==> src/rtl/imm_gen_pkg.sv <==
// Shared definitions for the RISC-V immediate generator: format codes and
// the major opcodes the decoder recognises.
package imm_gen_pkg;

  typedef enum logic [2:0] {
    FMT_R   = 3'd0,
    FMT_I   = 3'd1,
    FMT_S   = 3'd2,
    FMT_B   = 3'd3,
    FMT_U   = 3'd4,
    FMT_J   = 3'd5,
    FMT_Z   = 3'd6,
    FMT_ILL = 3'd7
  } fmt_e;

  localparam logic [6:0] OP_LOAD   = 7'b0000011;
  localparam logic [6:0] OP_OP_IMM = 7'b0010011;
  localparam logic [6:0] OP_JALR   = 7'b1100111;
  localparam logic [6:0] OP_STORE  = 7'b0100011;
  localparam logic [6:0] OP_BRANCH = 7'b1100011;
  localparam logic [6:0] OP_LUI    = 7'b0110111;
  localparam logic [6:0] OP_AUIPC  = 7'b0010111;
  localparam logic [6:0] OP_JAL    = 7'b1101111;
  localparam logic [6:0] OP_OP     = 7'b0110011;
  localparam logic [6:0] OP_SYSTEM = 7'b1110011;

  localparam logic [2:0] FUNCT3_SLLI = 3'b001;
  localparam logic [2:0] FUNCT3_SRXI = 3'b101;

endpackage

==> src/rtl/imm_decode.sv <==
// Purely combinational decode of one instruction word into its extended
// immediate, format code and illegal flag.
module imm_decode
  import imm_gen_pkg::*;
#(
  parameter int XLEN = 32
) (
  input  logic [31:0]     instr,
  output logic [XLEN-1:0] imm,
  output fmt_e            fmt,
  output logic            illegal
);

  logic [31:0] imm32;
  logic [2:0]  funct3;

  assign funct3 = instr[14:12];

  always_comb begin
    // NOTE: every output gets a default first so no path can infer a latch.
    imm32   = '0;
    fmt     = FMT_ILL;
    illegal = 1'b0;
    case (instr[6:0])
      OP_LOAD, OP_JALR: begin
        fmt   = FMT_I;
        imm32 = {{20{instr[31]}}, instr[31:20]};
      end
      OP_OP_IMM: begin
        fmt = FMT_I;
        if (funct3 == FUNCT3_SLLI || funct3 == FUNCT3_SRXI) begin
          // RV64 shifts carry a 6-bit shamt, RV32 only 5 bits.
          imm32 = (XLEN == 64) ? {26'b0, instr[25:20]} : {27'b0, instr[24:20]};
        end else begin
          imm32 = {{20{instr[31]}}, instr[31:20]};
        end
      end
      OP_STORE: begin
        fmt   = FMT_S;
        imm32 = {{20{instr[31]}}, instr[31:25], instr[11:7]};
      end
      OP_BRANCH: begin
        fmt   = FMT_B;
        imm32 = {{19{instr[31]}}, instr[31], instr[7], instr[30:25], instr[11:8], 1'b0};
      end
      OP_LUI, OP_AUIPC: begin
        fmt   = FMT_U;
        imm32 = {instr[31:12], 12'b0};
      end
      OP_JAL: begin
        fmt   = FMT_J;
        imm32 = {{11{instr[31]}}, instr[31], instr[19:12], instr[20], instr[30:21], 1'b0};
      end
      OP_OP: begin
        fmt = FMT_R;
      end
      OP_SYSTEM: begin
        // CSR immediate forms carry a zero-extended uimm in the rs1 field.
        if (funct3[2]) begin
          fmt   = FMT_Z;
          imm32 = {27'b0, instr[19:15]};
        end else begin
          fmt   = FMT_I;
          imm32 = {{20{instr[31]}}, instr[31:20]};
        end
      end
      default: begin
        fmt     = FMT_ILL;
        illegal = 1'b1;
      end
    endcase
  end

  // Zero-extended fields are small positives, so one signed widening serves all.
  assign imm = XLEN'($signed(imm32));

endmodule

==> src/rtl/imm_gen_pipe.sv <==
// Immediate generator with a 2-entry in-order output buffer, valid/ready
// handshakes on both sides and a saturating illegal-instruction counter.
module imm_gen_pipe
  import imm_gen_pkg::*;
#(
  parameter int XLEN  = 32,
  parameter int CNT_W = 8
) (
  input  logic             clk_i,
  input  logic             rst_i,
  input  logic             valid_i,
  output logic             ready_o,
  input  logic [31:0]      instruction_i,
  output logic             valid_o,
  input  logic             ready_i,
  output logic [XLEN-1:0]  imm_o,
  output logic [2:0]       fmt_o,
  output logic             illegal_o,
  output logic [CNT_W-1:0] illegal_cnt_o
);

  typedef struct packed {
    logic [XLEN-1:0] imm;
    fmt_e            fmt;
    logic            illegal;
  } entry_t;

  logic [XLEN-1:0]  dec_imm;
  fmt_e             dec_fmt;
  logic             dec_illegal;
  entry_t           dec;
  entry_t           mem [2];
  entry_t           head_q;
  logic             wr_ptr, rd_ptr;
  logic [1:0]       count, count_next;
  logic             ready_q;
  logic             push, pop;
  logic [CNT_W-1:0] ill_cnt_q;

  imm_decode #(.XLEN(XLEN)) u_decode (
    .instr   (instruction_i),
    .imm     (dec_imm),
    .fmt     (dec_fmt),
    .illegal (dec_illegal)
  );

  assign dec     = '{imm: dec_imm, fmt: dec_fmt, illegal: dec_illegal};
  assign valid_o = (count != 2'd0);
  assign push    = valid_i & ready_q;
  assign pop     = valid_o & ready_i;

  always_comb begin
    count_next = count;
    if (push && !pop)      count_next = count + 2'd1;
    else if (pop && !push) count_next = count - 2'd1;
  end

  // NOTE: the slots need no reset; count alone says which ones hold data.
  always_ff @(posedge clk_i) begin
    if (push) mem[wr_ptr] <= dec;
  end

  always_ff @(posedge clk_i or negedge rst_i) begin
    if (!rst_i) begin
      // NOTE: sequential state uses non-blocking assignments only.
      count     <= 2'd0;
      wr_ptr    <= 1'b0;
      rd_ptr    <= 1'b0;
      ready_q   <= 1'b0;
      head_q    <= '0;
      ill_cnt_q <= '0;
    end else begin
      count   <= count_next;
      // Registered from the next occupancy, so ready_o never sees ready_i combinationally.
      ready_q <= (count_next != 2'd2);
      if (push) wr_ptr <= ~wr_ptr;
      if (pop)  rd_ptr <= ~rd_ptr;

      // The head copy only moves when the head itself changes; when the
      // buffer drains it keeps the last head values.
      if (push && (count == 2'd0 || (count == 2'd1 && pop))) begin
        head_q <= dec;
      end else if (pop && count == 2'd2) begin
        head_q <= mem[~rd_ptr];
      end

      if (push && dec_illegal && ill_cnt_q != '1) begin
        ill_cnt_q <= ill_cnt_q + CNT_W'(1);
      end
    end
  end

  assign ready_o       = ready_q;
  assign imm_o         = head_q.imm;
  assign fmt_o         = head_q.fmt;
  assign illegal_o     = head_q.illegal;
  assign illegal_cnt_o = ill_cnt_q;

endmodule

==> config.mk <==
export PLATFORM = sky130hd
export DESIGN_NAME = imm_gen_pipe
export DESIGN_NICKNAME = d
export VERILOG_FILES = /design/src/rtl/imm_gen_pkg.sv /design/src/rtl/imm_decode.sv /design/src/rtl/imm_gen_pipe.sv
export SDC_FILE = /design/constraint.sdc
export NUM_CORES = 1
export LEC_CHECK = 0
export ABC_AREA = 1
export CAP_MARGIN = 20
export CORE_MARGIN = 2
export CORE_UTILIZATION = 30
export CTS_BUF_LIST = sky130_fd_sc_hd__clkbuf_8
export CTS_CLUSTER_SIZE = 25
export DETAILED_ROUTE_END_ITERATION = 12
export PLACE_DENSITY = 0.46
export SLEW_MARGIN = 25
export SYNTH_ARGS = -nofsm -noshare
export SYNTH_HDL_FRONTEND = slang
export SYNTH_HIERARCHICAL = 1
export SYNTH_SLANG_ARGS = --single-unit
==> constraint.sdc <==
create_clock -name clk_i -period 2.61 [get_ports clk_i]
set_input_delay 0.261 -clock clk_i [delete_from_list [all_inputs] [get_ports clk_i]]
set_output_delay 0.261 -clock clk_i [all_outputs]
set_load 0.03 [all_outputs]
# After elaboration in Yosys (flattened, before gate mapping)
# Memories as Yosys holds them, arrays and structs flattened.
# Cells that the tools add are included.
dict set report classes {
  n_eq_ne 16
  n_reduce_logical 18
  mux 12
  addsub 3
  bitwise_logic 4
}
# cell count
set ops {}
lappend ops {{$pmux 32 s7} 1}
lappend ops {{$mux 36} 2}
lappend ops {{$mux 32} 2}
lappend ops {{$eq 7x7->1 const B} 4}
lappend ops {{$eq 7x6->1 const B} 3}
lappend ops {{$pmux 3 s7} 1}
lappend ops {{$eq 7x5->1 const B} 2}
lappend ops {{$reduce_or 10->1} 1}
lappend ops {{$add 8x1->8 const B} 1}
lappend ops {{$ne 8x8->1 const B} 1}
lappend ops {{$eq 7x2->1 const B} 1}
lappend ops {{$logic_and 1x1->1} 7}
lappend ops {{$mux 2} 2}
lappend ops {{$reduce_bool 2->1} 2}
lappend ops {{$reduce_or 2->1} 2}
lappend ops {{$eq 3x1->1 const B} 1}
lappend ops {{$eq 3x3->1 const B} 1}
lappend ops {{$mux 1} 3}
lappend ops {{$mux 3} 1}
lappend ops {{$reduce_or 3->1} 1}
lappend ops {{$add 2x1->2 const B} 1}
lappend ops {{$and 1x1->1} 2}
lappend ops {{$eq 2x1->1 const B} 1}
lappend ops {{$eq 2x2->1 const B} 1}
lappend ops {{other kinds (6)} 9}
dict set report totals {
  mem_count 1
  output_inout_bits 46
  ramBits 72
  regBits 49
}
# name words width read_ports rd_ports_with_merged_regs write_ports line
set mem_list {}
lappend mem_list {mem 2 36 1 0 1 imm_gen_pipe.sv:32} ;# entry_t mem [2];

# Depth between registers and ports, before layout
dict set report logic_depth {
  depth_word 6
  ltp_mapped 15
  ltp_nobuf 14
}

# Cells and area by module
# The synthesis kept the hierarchy.
# mod seq_area_each_um2 cells_each instances area_per_inst_um2
set modules_own_cells {}
lappend modules_own_cells {imm_gen_pipe 3388.2 491 1 5143.7}
lappend modules_own_cells {imm_decode 0.0 347 1 1537.7}

# Least setup slack after synthesis
# Ideal clock, no wire load.
dict set report synth_timing {
  path_type {register -> register}
  startpoint {register ready_q (netlist: ready_o)}
  endpoint {memory mem[0][0] in the netlist's numbering (enable)}
  t_arrival_ps 2257
  stages_incl_launch_ff 3
  slack_ps -76
  period_less_slack_ps 2686
  path_cell_list {dfrtp_1 -> nand2_2 -> nor2_1}
}
dict set report synth_between {
  elab_chain_len 3
}
# item line
set synth_rtl {}
lappend synth_rtl {{start: declaration} imm_gen_pipe.sv:36} ;# logic ready_q;
lappend synth_rtl {{start signal: assignment} imm_gen_pipe.sv:75} ;# ready_q <= (count_next != 2'd2);
lappend synth_rtl {{$and 1x1->1} imm_gen_pipe.sv:49} ;# assign push = valid_i & ready_q;
lappend synth_rtl {{$mux 1} imm_gen_pipe.sv:60} ;# if (push) mem[wr_ptr] <= dec;
lappend synth_rtl {{$mux 1 (implied by the code)} imm_gen_pipe.sv:60}
lappend synth_rtl {{end: declaration} imm_gen_pipe.sv:32}
# No other way between the ends.

# Worst setup path in the final report
dict set report layout_timing {
  startpoint {register count[0]}
  endpoint {output valid_o}
}
dict set report layout_between {
  elab_chain_len 1
}
# item line
set layout_rtl {}
lappend layout_rtl {{start: declaration} imm_gen_pipe.sv:35} ;# logic [1:0] count, count_next;
lappend layout_rtl {{start signal: assignment} imm_gen_pipe.sv:73} ;# count <= count_next;
lappend layout_rtl {{$reduce_bool 2->1} imm_gen_pipe.sv:48} ;# assign valid_o = (count != 2'd0);
lappend layout_rtl {{end: declaration} imm_gen_pipe.sv:14} ;# output logic valid_o,
# No other way between the ends.

==> flow_summary.yaml <==
detailed_routing:
  drtAntennaViolNets: 0
  vias_per_cell: 4.84
  vias: 5836
  met3_wirelength_um: 804
  firstDrtPassIters: 7
  met2_length_um: 8900
  wl_per_cell_um: 16.2
  wl_met1_um: 9550
  drtIter0Drc: 497
  drc: 0
  top_layer: "met4"
  routed_wl_um: 19500
sta:
  timing.final.ws_setup_ns: 0.499
  setup_violations: 0
  hold_ws_ns: 0.388
  fin_crit_ns: 2.11
  slew_headroom_pct: 44.0
  fin_skew_ns: 0.0104
  tightest_slew_ns: 0.838
  final_max_slew_viol_count: 0
  fin_crit_sh_pct: 80.9
  hold_viol: 0
  clock.fmax_mhz: 474
  rsz0062_at_grt: "false"
  setup_tns_ns: 0
placed_design:
  io_buffers: 81
  gp_congestion: 0.863
  dp_slack_ns: 0.284
  dpl_cell_area_sq_um: 7770
  hpwl_um: 12600
synthesis:
  synth_seq_area_share_pct: 50.7
  ys_warn_count: 6
  synthesis.instances: 838
  netlist_area_sq_um: 6680
  synth_area_per_cell_sq_um: 7.97
  synth_edf_count: 72
  yosysUniqueCellTypes: 27
  async_flop_share_pct: 40.5
  synth_seq_cells: 121
  ys.flop_type: "edfxtp_1"
  syn_nets: 878
floorplan:
  coreArea_sq_um: 21800
  die_w_um: 153
  start_util_pct: 30.6
  fp-row-count: 54
  die_area_sq_um: 23500
  dieHeight_um: 153
  ioPinCount: 82
critical_path:
  crit_buf_inv: 3
  crit_arrival_ns: 1.85
  cp_max_fo: 3
  crit_path_top_delay_cell: "clkdlybuf4s50_1"
  crit_family: "buffers and inverters"
  startpoint_type: "flip-flop"
  worstPathRequired_ns: 2.35
  cp_cell_sequence: "inv_1, ha_1, inv_2, clkdlybuf4s50_1"
  cpPeakStageDelay_ns: 0.67
  critical_path_class: "reg2out"
  cp-end-kind: "output port"
final_layout:
  finalInstanceArea_sq_um: 8180
  nFillCells: 2284
  layout.nets: 952
  fin_util_pct: 37.5
  final_common_cell: "nand2_1"
  area_delta_synth_final_pct: 22.4
  diodes: 0
  layout_common_cells: "251 x nand2_1, 248 x nand3_1, 80 x clkdlybuf4s50_1, 74 x nor2_1, 72 x edfxtp_1"
  drive_above_1_share_pct: 9.08
pwr:
  peakVddDrop_uv: 389
  leakagePower_nw: 3.82
  powerDensity_nw_per_um2: 934
clocking:
  cts.clk_slew.worst_paths_ns: 0.08
  clockRootBuffer: "clkbuf_8"
  cts_made_buffers: 17
  clock-sinks: 121
  clk-insertion-delay-late_ns: 0.43
  h-tree-depth: 4
  clock_path_buffers: 2
  cts_tree: "yes"
  cts-resized-gates: 0
run_status:
  run_status: "finished clean"
global_route:
  track_usage_pct: 17.4
  antenna_found_initial: 0
  overflow: 0
  grt_pass1_vias: 5724
  grt_pass1_wl_um: 32200
  grt_max_degree: 40
hold_path:
  hold_class: "in2async"
run:
  cap_violations: 0
synth_stat cells (4+ instances only):
master | count | area [sq um]
buf_2 | 26 | 130
buf_4 | 20 | 150
dfrtp_1 | 49 | 1230
edfxtp_1 | 72 | 2160
ha_1 | 4 | 50.1
inv_1 | 44 | 165
inv_2 | 8 | 30.0
nand2_1 | 251 | 942
nand2_2 | 8 | 50.1
nand3_1 | 248 | 1240
nor2_1 | 76 | 285
o21ai_0 | 4 | 20.0
xor2_1 | 4 | 35.0
worst paths after layout:
check	slack (ns)	startpoint	endpoint	depth (start not counted)
worst max-delay path	0.50	count[0]	valid_o	4
worst min-delay path	0.39	rst_i	imm_o[10]	2
worst max register to register	0.87	count[0]	imm_o[10]	8
worst min register to register	0.53	imm_o[15]	imm_o[15]	2
max in group asynchronous	1.62	rst_i	imm_o[16]	3
min in group clk_i	0.48	ready_i	rd_ptr	3
metrics by stage:
step / instances / power [mW]
4_1_cts: 1205 / 7.76
6_report: 1205 / 7.64
2_1_floorplan: 838 / 4.82
5_1_grt: 1205 / 8.17
3_3_place_gp: 1172 / 6.03
3_5_place_dp: 1172 / 6.02
flip-flops by register name, indices dropped and copies added, names as in the netlist:
name,count
imm_o,32
illegal_cnt_o,8
count,2
fmt_o,3
mem,72
wr_ptr,1
rd_ptr,1
illegal_o,1
ready_o,1
report_power, final:
group          internal [mW]  total (mW)  switching, mW
registers               2.59        2.85          0.264
logic                   1.03        3.08           2.04
clock network          0.955        1.71          0.759
routing by layer:
| metal | track usage, % | up-vias |
|---|---|---|
| met5 | 0 | - |
| met4 | 4.54 | 0 |
| met3 | 3.37 | 17 |
| met2 | 27.7 | 136 |
| met1 | 24.5 | 2760 |
| li1 | - | 2923 |
repair_timing:
item,CTS,global route
hold endpoints to repair,19,0
setup buffers,0,0
hold buffers,1,0
worst register-to-register path, stage by stage (launching register included):
cell and delay [ns]:
dfrtp_1 0.38, inv_1 0.09, ha_1 0.21, inv_2 0.08
nand2_2 0.07, nand2_4 0.33, buf_12 0.28, nand3_1 0.14
nand3_1 0.12
cell families (layout without fill, tap and decap cells):
kind of cell | Yosys count | count (layout) | synth area share (%)
adders and majority gates | 4 | 4 | 0.749
DFF | 121 | 121 | 50.7
and+or+nand+nor | 595 | 595 | 39.5
buffers and inverters | 106 | 193 | 7.86
xor gates and xnor gates | 5 | 5 | 0.655
AOI/OAI and AO/OA | 7 | 7 | 0.524
cell type report:
class	count	area [sq um]	share of cell area [%]
inverters	54	208	2.54
well taps	280	350	4.28
multi-input cells	611	2780	34.0
flip-flops and latches	121	3390	41.4
repair buffers	107	1050	12.9
clock inverters	14	155	1.90
clock buffers	18	248	3.03
Note: power is estimated with default switching activity, not from simulation.
